<file path="src/rtl/scan_seq_pkg.sv">
// Shared constants and FSM encoding for the scan address sequencer.
package scan_seq_pkg;
    localparam int N_CH   = 16;
    localparam int ADDR_W = 4;

    typedef enum logic [1:0] {
        ST_IDLE = 2'd0,
        ST_SCAN = 2'd1,
        ST_DONE = 2'd2
    } state_e;
endpackage

</file>
<file path="src/rtl/scan_addr_sequencer_if.sv">
// Control/config inputs and decoder-facing outputs of the scan sequencer.
interface scan_addr_sequencer_if #(
    parameter int DWELL_W = 8
);
    import scan_seq_pkg::*;

    logic               start;
    logic               stop;
    logic [N_CH-1:0]    mask;
    logic [DWELL_W-1:0] dwell;
    logic               cont;
    logic               en;
    logic [ADDR_W-1:0]  a;
    logic               busy;
    logic               done;
    logic               err;

    modport master (
        output start, stop, mask, dwell, cont,
        input  en, a, busy, done, err
    );

    modport slave (
        input  start, stop, mask, dwell, cont,
        output en, a, busy, done, err
    );
endinterface

</file>
<file path="src/rtl/scan_addr_sequencer_mask_next_finder.sv">
// Combinational search of a channel mask: next set bit above an index and lowest set bit.
module mask_next_finder
    import scan_seq_pkg::*;
(
    input  logic [N_CH-1:0]   mask_i,
    input  logic [ADDR_W-1:0] cur_i,
    output logic [ADDR_W-1:0] next_o,
    output logic              found_above_o,
    output logic [ADDR_W-1:0] lowest_o,
    output logic              any_set_o
);
    always_comb begin
        next_o        = '0;
        found_above_o = 1'b0;
        lowest_o      = '0;
        any_set_o     = |mask_i;
        // Walk downward so the last hit written is the lowest qualifying bit.
        for (int i = N_CH - 1; i >= 0; i--) begin
            if (mask_i[i]) begin
                lowest_o = ADDR_W'(i);
                if (i > int'(cur_i)) begin
                    next_o        = ADDR_W'(i);
                    found_above_o = 1'b1;
                end
            end
        end
    end
endmodule

</file>
<file path="src/rtl/scan_addr_sequencer.sv">
// Steps decoder enable/address through the masked channels, holding each for a latched dwell.
module scan_addr_sequencer
    import scan_seq_pkg::*;
#(
    parameter int DWELL_W = 8
) (
    input  logic                  clk,
    input  logic                  rst,
    scan_addr_sequencer_if.slave  bus
);
    state_e             state_q, state_d;
    logic [DWELL_W-1:0] cnt_q, cnt_d;
    logic [DWELL_W-1:0] last_q, last_d;
    logic [N_CH-1:0]    mask_q, mask_d;
    logic               cont_q, cont_d;
    logic               stop_q, stop_d;
    logic               en_q, en_d;
    logic               busy_q, busy_d;
    logic               done_q, done_d;
    logic               err_q, err_d;
    logic [ADDR_W-1:0]  a_q, a_d;

    logic [N_CH-1:0]    find_mask;
    logic [ADDR_W-1:0]  next_idx;
    logic [ADDR_W-1:0]  low_idx;
    logic               found_above;
    logic               any_set;
    logic               stop_now;

    // While idle the finder looks at the live mask so the first channel is ready on the start edge.
    assign find_mask = (state_q == ST_IDLE) ? bus.mask : mask_q;

    mask_next_finder u_finder (
        .mask_i        (find_mask),
        .cur_i         (a_q),
        .next_o        (next_idx),
        .found_above_o (found_above),
        .lowest_o      (low_idx),
        .any_set_o     (any_set)
    );

    always_comb begin
        state_d  = state_q;
        cnt_d    = cnt_q;
        last_d   = last_q;
        mask_d   = mask_q;
        cont_d   = cont_q;
        stop_d   = stop_q;
        a_d      = a_q;
        err_d    = 1'b0;
        stop_now = stop_q | bus.stop;
        unique case (state_q)
            ST_IDLE: begin
                if (bus.start) begin
                    mask_d = bus.mask;
                    last_d = (bus.dwell == '0) ? '0 : bus.dwell - DWELL_W'(1);
                    cont_d = bus.cont;
                    cnt_d  = '0;
                    stop_d = 1'b0;
                    if (any_set) begin
                        state_d = ST_SCAN;
                        a_d     = low_idx;
                    end else begin
                        state_d = ST_DONE;
                        err_d   = 1'b1;
                    end
                end
            end
            ST_SCAN: begin
                stop_d = stop_now;
                if (cnt_q == last_q) begin
                    cnt_d = '0;
                    if (stop_now) begin
                        state_d = ST_DONE;
                    end else if (found_above) begin
                        a_d = next_idx;
                    end else if (cont_q) begin
                        a_d = low_idx;
                    end else begin
                        state_d = ST_DONE;
                    end
                end else begin
                    cnt_d = cnt_q + DWELL_W'(1);
                end
            end
            ST_DONE: begin
                state_d = ST_IDLE;
                stop_d  = 1'b0;
            end
            default: state_d = ST_IDLE;
        endcase
        en_d   = (state_d == ST_SCAN);
        busy_d = (state_d == ST_SCAN);
        done_d = (state_d == ST_DONE);
    end

    always_ff @(posedge clk) begin
        if (rst) begin
            state_q <= ST_IDLE;
            cnt_q   <= '0;
            stop_q  <= 1'b0;
            en_q    <= 1'b0;
            busy_q  <= 1'b0;
            done_q  <= 1'b0;
            err_q   <= 1'b0;
            a_q     <= '0;
        end else begin
            state_q <= state_d;
            cnt_q   <= cnt_d;
            stop_q  <= stop_d;
            en_q    <= en_d;
            busy_q  <= busy_d;
            done_q  <= done_d;
            err_q   <= err_d;
            a_q     <= a_d;
        end
    end

    // Latched scan configuration is only meaningful after a start, so it carries no reset.
    always_ff @(posedge clk) begin
        last_q <= last_d;
        mask_q <= mask_d;
        cont_q <= cont_d;
    end

    assign bus.en   = en_q;
    assign bus.a    = a_q;
    assign bus.busy = busy_q;
    assign bus.done = done_q;
    assign bus.err  = err_q;
endmodule

</file>
<file path="src/flat_wrapper.sv">
// flat-port wrapper written by rule: the top's interface ports become plain ports
module scan_addr_sequencer_flat import scan_seq_pkg::*;
#(
    parameter int DWELL_W = 8
)
  (clk, rst, bus_start, bus_stop, bus_mask, bus_dwell, bus_cont, bus_en, bus_a, bus_busy, bus_done, bus_err);
  scan_addr_sequencer_if #(.DWELL_W(DWELL_W)) bus_i ();
  input  logic clk;
  input  logic rst;
  input wire logic [$bits(bus_i.start)-1:0] bus_start;
  input wire logic [$bits(bus_i.stop)-1:0] bus_stop;
  input wire logic [$bits(bus_i.mask)-1:0] bus_mask;
  input wire logic [$bits(bus_i.dwell)-1:0] bus_dwell;
  input wire logic [$bits(bus_i.cont)-1:0] bus_cont;
  output wire logic [$bits(bus_i.en)-1:0] bus_en;
  output wire logic [$bits(bus_i.a)-1:0] bus_a;
  output wire logic [$bits(bus_i.busy)-1:0] bus_busy;
  output wire logic [$bits(bus_i.done)-1:0] bus_done;
  output wire logic [$bits(bus_i.err)-1:0] bus_err;
  assign bus_i.start = bus_start;
  assign bus_i.stop = bus_stop;
  assign bus_i.mask = bus_mask;
  assign bus_i.dwell = bus_dwell;
  assign bus_i.cont = bus_cont;
  assign bus_en = bus_i.en;
  assign bus_a = bus_i.a;
  assign bus_busy = bus_i.busy;
  assign bus_done = bus_i.done;
  assign bus_err = bus_i.err;
  scan_addr_sequencer #(.DWELL_W(DWELL_W)) u_core (.clk(clk), .rst(rst), .bus(bus_i));
endmodule
</file>
<file path="config.mk">
export PLATFORM = sky130hd
export DESIGN_NAME = scan_addr_sequencer_flat
export DESIGN_NICKNAME = d
export VERILOG_FILES = /design/src/rtl/scan_seq_pkg.sv /design/src/rtl/scan_addr_sequencer_if.sv /design/src/rtl/scan_addr_sequencer_mask_next_finder.sv /design/src/rtl/scan_addr_sequencer.sv /design/src/flat_wrapper.sv
export SDC_FILE = /design/constraint.sdc
export NUM_CORES = 1
export LEC_CHECK = 0
export CAP_MARGIN = 40
export CORE_UTILIZATION = 50
export CTS_CLUSTER_SIZE = 28
export DETAILED_ROUTE_END_ITERATION = 8
export PLACE_DENSITY = 0.76
export SLEW_MARGIN = 20
export SYNTH_ARGS = -nofsm -noshare
export SYNTH_HDL_FRONTEND = slang
export SYNTH_SLANG_ARGS = --single-unit
</file>
<file path="constraint.sdc">
create_clock -name clk -period 4.2 [get_ports clk]
set_clock_uncertainty 0.15 [all_clocks]
set_input_delay 0.42 -clock clk [delete_from_list [all_inputs] [get_ports clk]]
set_output_delay 0.42 -clock clk [all_outputs]
set_load 0.1 [all_outputs]
</file>
==> results.md <==
* Max incr delay on CP at slightly below 0.4 ns
* Startpoint Class: flop
* CTS Sinks at 43
* Net switching fraction of the power at 32.3%
* Top-area cell type share of the netlist area at a little over a quarter
* Synthesized area at 2860 sq um
* Worst min path class: flop to flop
* DP HPWL at 4520 um
* Syn Nets at 338
* Max Fanout on Critical Path at 40
* Routed vias/inst at 5.87
* Setup TNS at 0 ns
* CTS hold repair buffers at 0
* Outcome: finished, final reports clean
* Register area share after synthesis at 38.9%
* Total CTS buffers at 5
* Leakage power at 1.30 nW
* Main synth FF type: edfxtp_1
* CP Buf/Inv Count at 2
* Min Tclk post-route at 3.10 ns
* Ranking of synthesized cells by area: edfxtp_1, dfxtp_1, xor2_1, nand2_1, nor2_1
* Worst reg2reg setup slack at 1.10 ns
* Post-synth EDFFs at 25
* Storage cell area at between 1000 and 1500 sq um
* First-pass GRT wire length at 10300 um
* MaxCap Viol Count at 0
* Largest net degree at the start of global routing at 51
* Worst hold stages at 2
* Critical Path Stages at 10
* Sequential share of power at between 40% and 50%
* Pint at 731 uW
* Number of global-route vias before repair at 2283
* Top layer in use: met4
* CP endpoint kind: flop
* Ports at 37
* Fillers at around 470
* Routed wire length at between 5000 and 6000 um
* Crit path from: u_core.state_q[0]
* Worst slew margin at 56.8%
* Post-synthesis cell count at between 300 and 400
* Fin. Hold Viols at 0
* Rows at 27
* Routability cong. at 0.889
* Share of cells above drive strength 1 at 12.1%
* Clk Latency, worst-skew pair at 0.29 ns
* Final Setup Violations at 0
* Slew @ Worst Pin at 0.648 ns
* Setup bufs post-CTS at 0
* Reg2reg path depth at 10
* Detailed router's first-iteration violation count at 154
* Initial antenna violation count at 0
* Initial Util at 51.9%
* # diodes at 0
* DR WL met3 at 257 um
* HP Start: u_core.cnt_q[1]
* Hold Path End: u_core.cnt_q[1]
* Crit path kind: flop to flop
* GRT overflow at 0
* Ys async rst share at 0%
* Average cell area after synthesis at 9.37 sq um
* Critical-path top delay cell: mux2_2
* Unrepaired setup endpoints after global routing: no
* Core footprint at ~5500 sq um
* DRC at 0
* Fin Hold WS at 0.395 ns
* Reg clk slew, reported paths at 0.08 ns
* Reg-to-reg startpoint: u_core.state_q[0]
* Worst EP required at 4.22 ns
* Fin cells at 418
* Synth area leader: edfxtp_1
* Port bufs at 36
* H-tree levels at 2
* CTS tree: yes
* FF+latch count, synth at 43
* P&R area growth vs syn at 22.0%
* Nets at 378
* CP delay by family, top: compound AO/OA/AOI/OAI gates
* Placed cells at 409
* M1 WL at 2950 um
* GRT Total Usage at 21.4%
* Multi-input gate area at 1630 sq um
* Combinational share of power at 29.1%
* Yosys Warn Count at 0
* Slew Viols, Final at 0
* Critical R2R Capture: u_core.bus.en
* PD cells at 310 nW/um^2
* Clock power frac at 24.2%
* Wire per inst at 14.3 um
* Max Fclk at ~320 MHz
* Die area at 6020 sq um
* Antenna Nets Post-Route at 0
* Vias at 2452
* Yosys cell types at 62
* Critical-path cell list: inv_1 > ha_2 > buf_12 > mux2_2 > a222oi_1 > and4_2 > nand4b_4 > a21o_1 > o221a_2 > nor3b_1
* Net Sw Power at between 300 and 400 uW
* Die H at around 78 um
* Die width at 77.6 um
* Met2 wire len at 2710 um
* Peak supply drop at 182 uV
* Drt pass-1 iters at 4
* CP arrival at 3.12 ns
* Cts repair resizes at 0
* CTS root buffer: clkbuf_8
* CTS Buffer Depth at 2
* Period utilisation layout at 73.8%
final cells by class:
cell class	count	share of cell area (%)
timing repair buffer	46	15.1
clock inverter	2	0.359
multi-input combinational	237	46.7
sequential	43	31.9
tap	72	2.58
inverter	12	1.29
clock buffer	6	2.08
kinds of logic after synthesis:
kind of cell	Yosys count	share of synthesized area (%)
AOI/OAI and AO/OA	78	20.5
muxes	19	7.36
and+or+nand+nor	119	22.1
xor gates and xnor gates	17	5.21
adders and majority gates	4	1.75
buffers and inverters	25	4.25
DFF	43	38.9
placed cells by master (no fill, tap or decap), drive strengths merged, types with 12 or more instances in the layout:
| master | netlist | routed |
|---|---|---|
| edfxtp | 25 | 25 |
| nor2 | 27 | 27 |
| nor3 | 18 | 18 |
| inv | 12 | 12 |
| nand2 | 27 | 27 |
| dfxtp | 18 | 18 |
| xor2 | 12 | 12 |
| clkdlybuf4s50 | 0 | 36 |
| a21oi | 16 | 16 |
cells in the mapped netlist, types with 2 or more instances:
| library cell | n |
|---|---|
| a211o_1 | 3 |
| a211oi_1 | 2 |
| a21o_1 | 6 |
| a21oi_1 | 16 |
| a22oi_1 | 3 |
| a31oi_1 | 7 |
| and2_1 | 2 |
| buf_2 | 7 |
| buf_4 | 3 |
| clkbuf_1 | 2 |
| dfxtp_1 | 18 |
| edfxtp_1 | 25 |
| ha_1 | 4 |
| inv_1 | 12 |
| mux2_1 | 2 |
| mux2_2 | 6 |
| mux2_4 | 2 |
| mux2i_1 | 9 |
| nand2_1 | 27 |
| nand2b_1 | 3 |
| nand3_1 | 6 |
| nand4_1 | 5 |
| nor2_1 | 27 |
| nor2b_1 | 5 |
| nor3_1 | 17 |
| nor3b_1 | 9 |
| nor4_1 | 4 |
| o211ai_1 | 4 |
| o21ai_0 | 8 |
| o21ai_1 | 2 |
| o21ba_2 | 2 |
| o221ai_1 | 2 |
| o22ai_1 | 6 |
| o31ai_1 | 2 |
| or2_2 | 3 |
| or4_1 | 3 |
| xnor2_1 | 5 |
| xor2_1 | 12 |
worst max-delay path by stage:
stage / slack [ns] / to
floorplan: 1.13 / u_core.bus.en
global placement: 0.92 / u_core.bus.en
global route: 0.95 / u_core.bus.done
CTS: 0.80 / u_core.bus.en
finish: 1.10 / u_core.bus.en
detailed placement: 0.85 / u_core.bus.en
worst min-delay path, delay by kind of cell, from the launching register on:
family | cells | cell delay (ns)
flip-flops | 1 | 0.37
AO/OA/AOI/OAI | 1 | 0.05
AND/OR/NAND/NOR | 1 | 0.08
sequential cells by signal (all words and copies together), names as in the netlist:
register and cells:
u_core.bus.err 1, u_core.cnt_q 8, u_core.cont_q 1, u_core.bus.a 4, u_core.bus.en 1, u_core.bus.done 1, u_core.stop_q 1, u_core.state_q 2
u_core.last_q 8, u_core.mask_q 16
power groups by stage:
stage	clock (mW)	sequential (mW)	combinational, mW
floorplan	0	0.530	0.192
global placement	0	0.514	0.281
detailed placement	0	0.514	0.309
CTS	0.270	0.504	0.311
global route	0.288	0.509	0.340
finish	0.261	0.505	0.314
through the flow:
stage          instance area [sq um]  worst slack [ns]  util, %  power [mW]
6_report                        3490              1.10     63.3        1.08
5_1_grt                         3490             0.949     63.3        1.14
4_1_cts                         3470             0.803     62.9        1.08
3_5_place_dp                    3380             0.853     61.4       0.823
3_3_place_gp                    3230             0.918     58.7       0.795
2_1_floorplan                   2860              1.13        -       0.722
per-layer routing:
| metal | vias up | global-route usage, % |
|---|---|---|
| met5 | - | 0 |
| met4 | 0 | 6.60 |
| met3 | 4 | 3.76 |
| met2 | 62 | 34.2 |
| met1 | 1156 | 29.5 |
| li1 | 1230 | - |
Power figures use the tool's default switching activity.
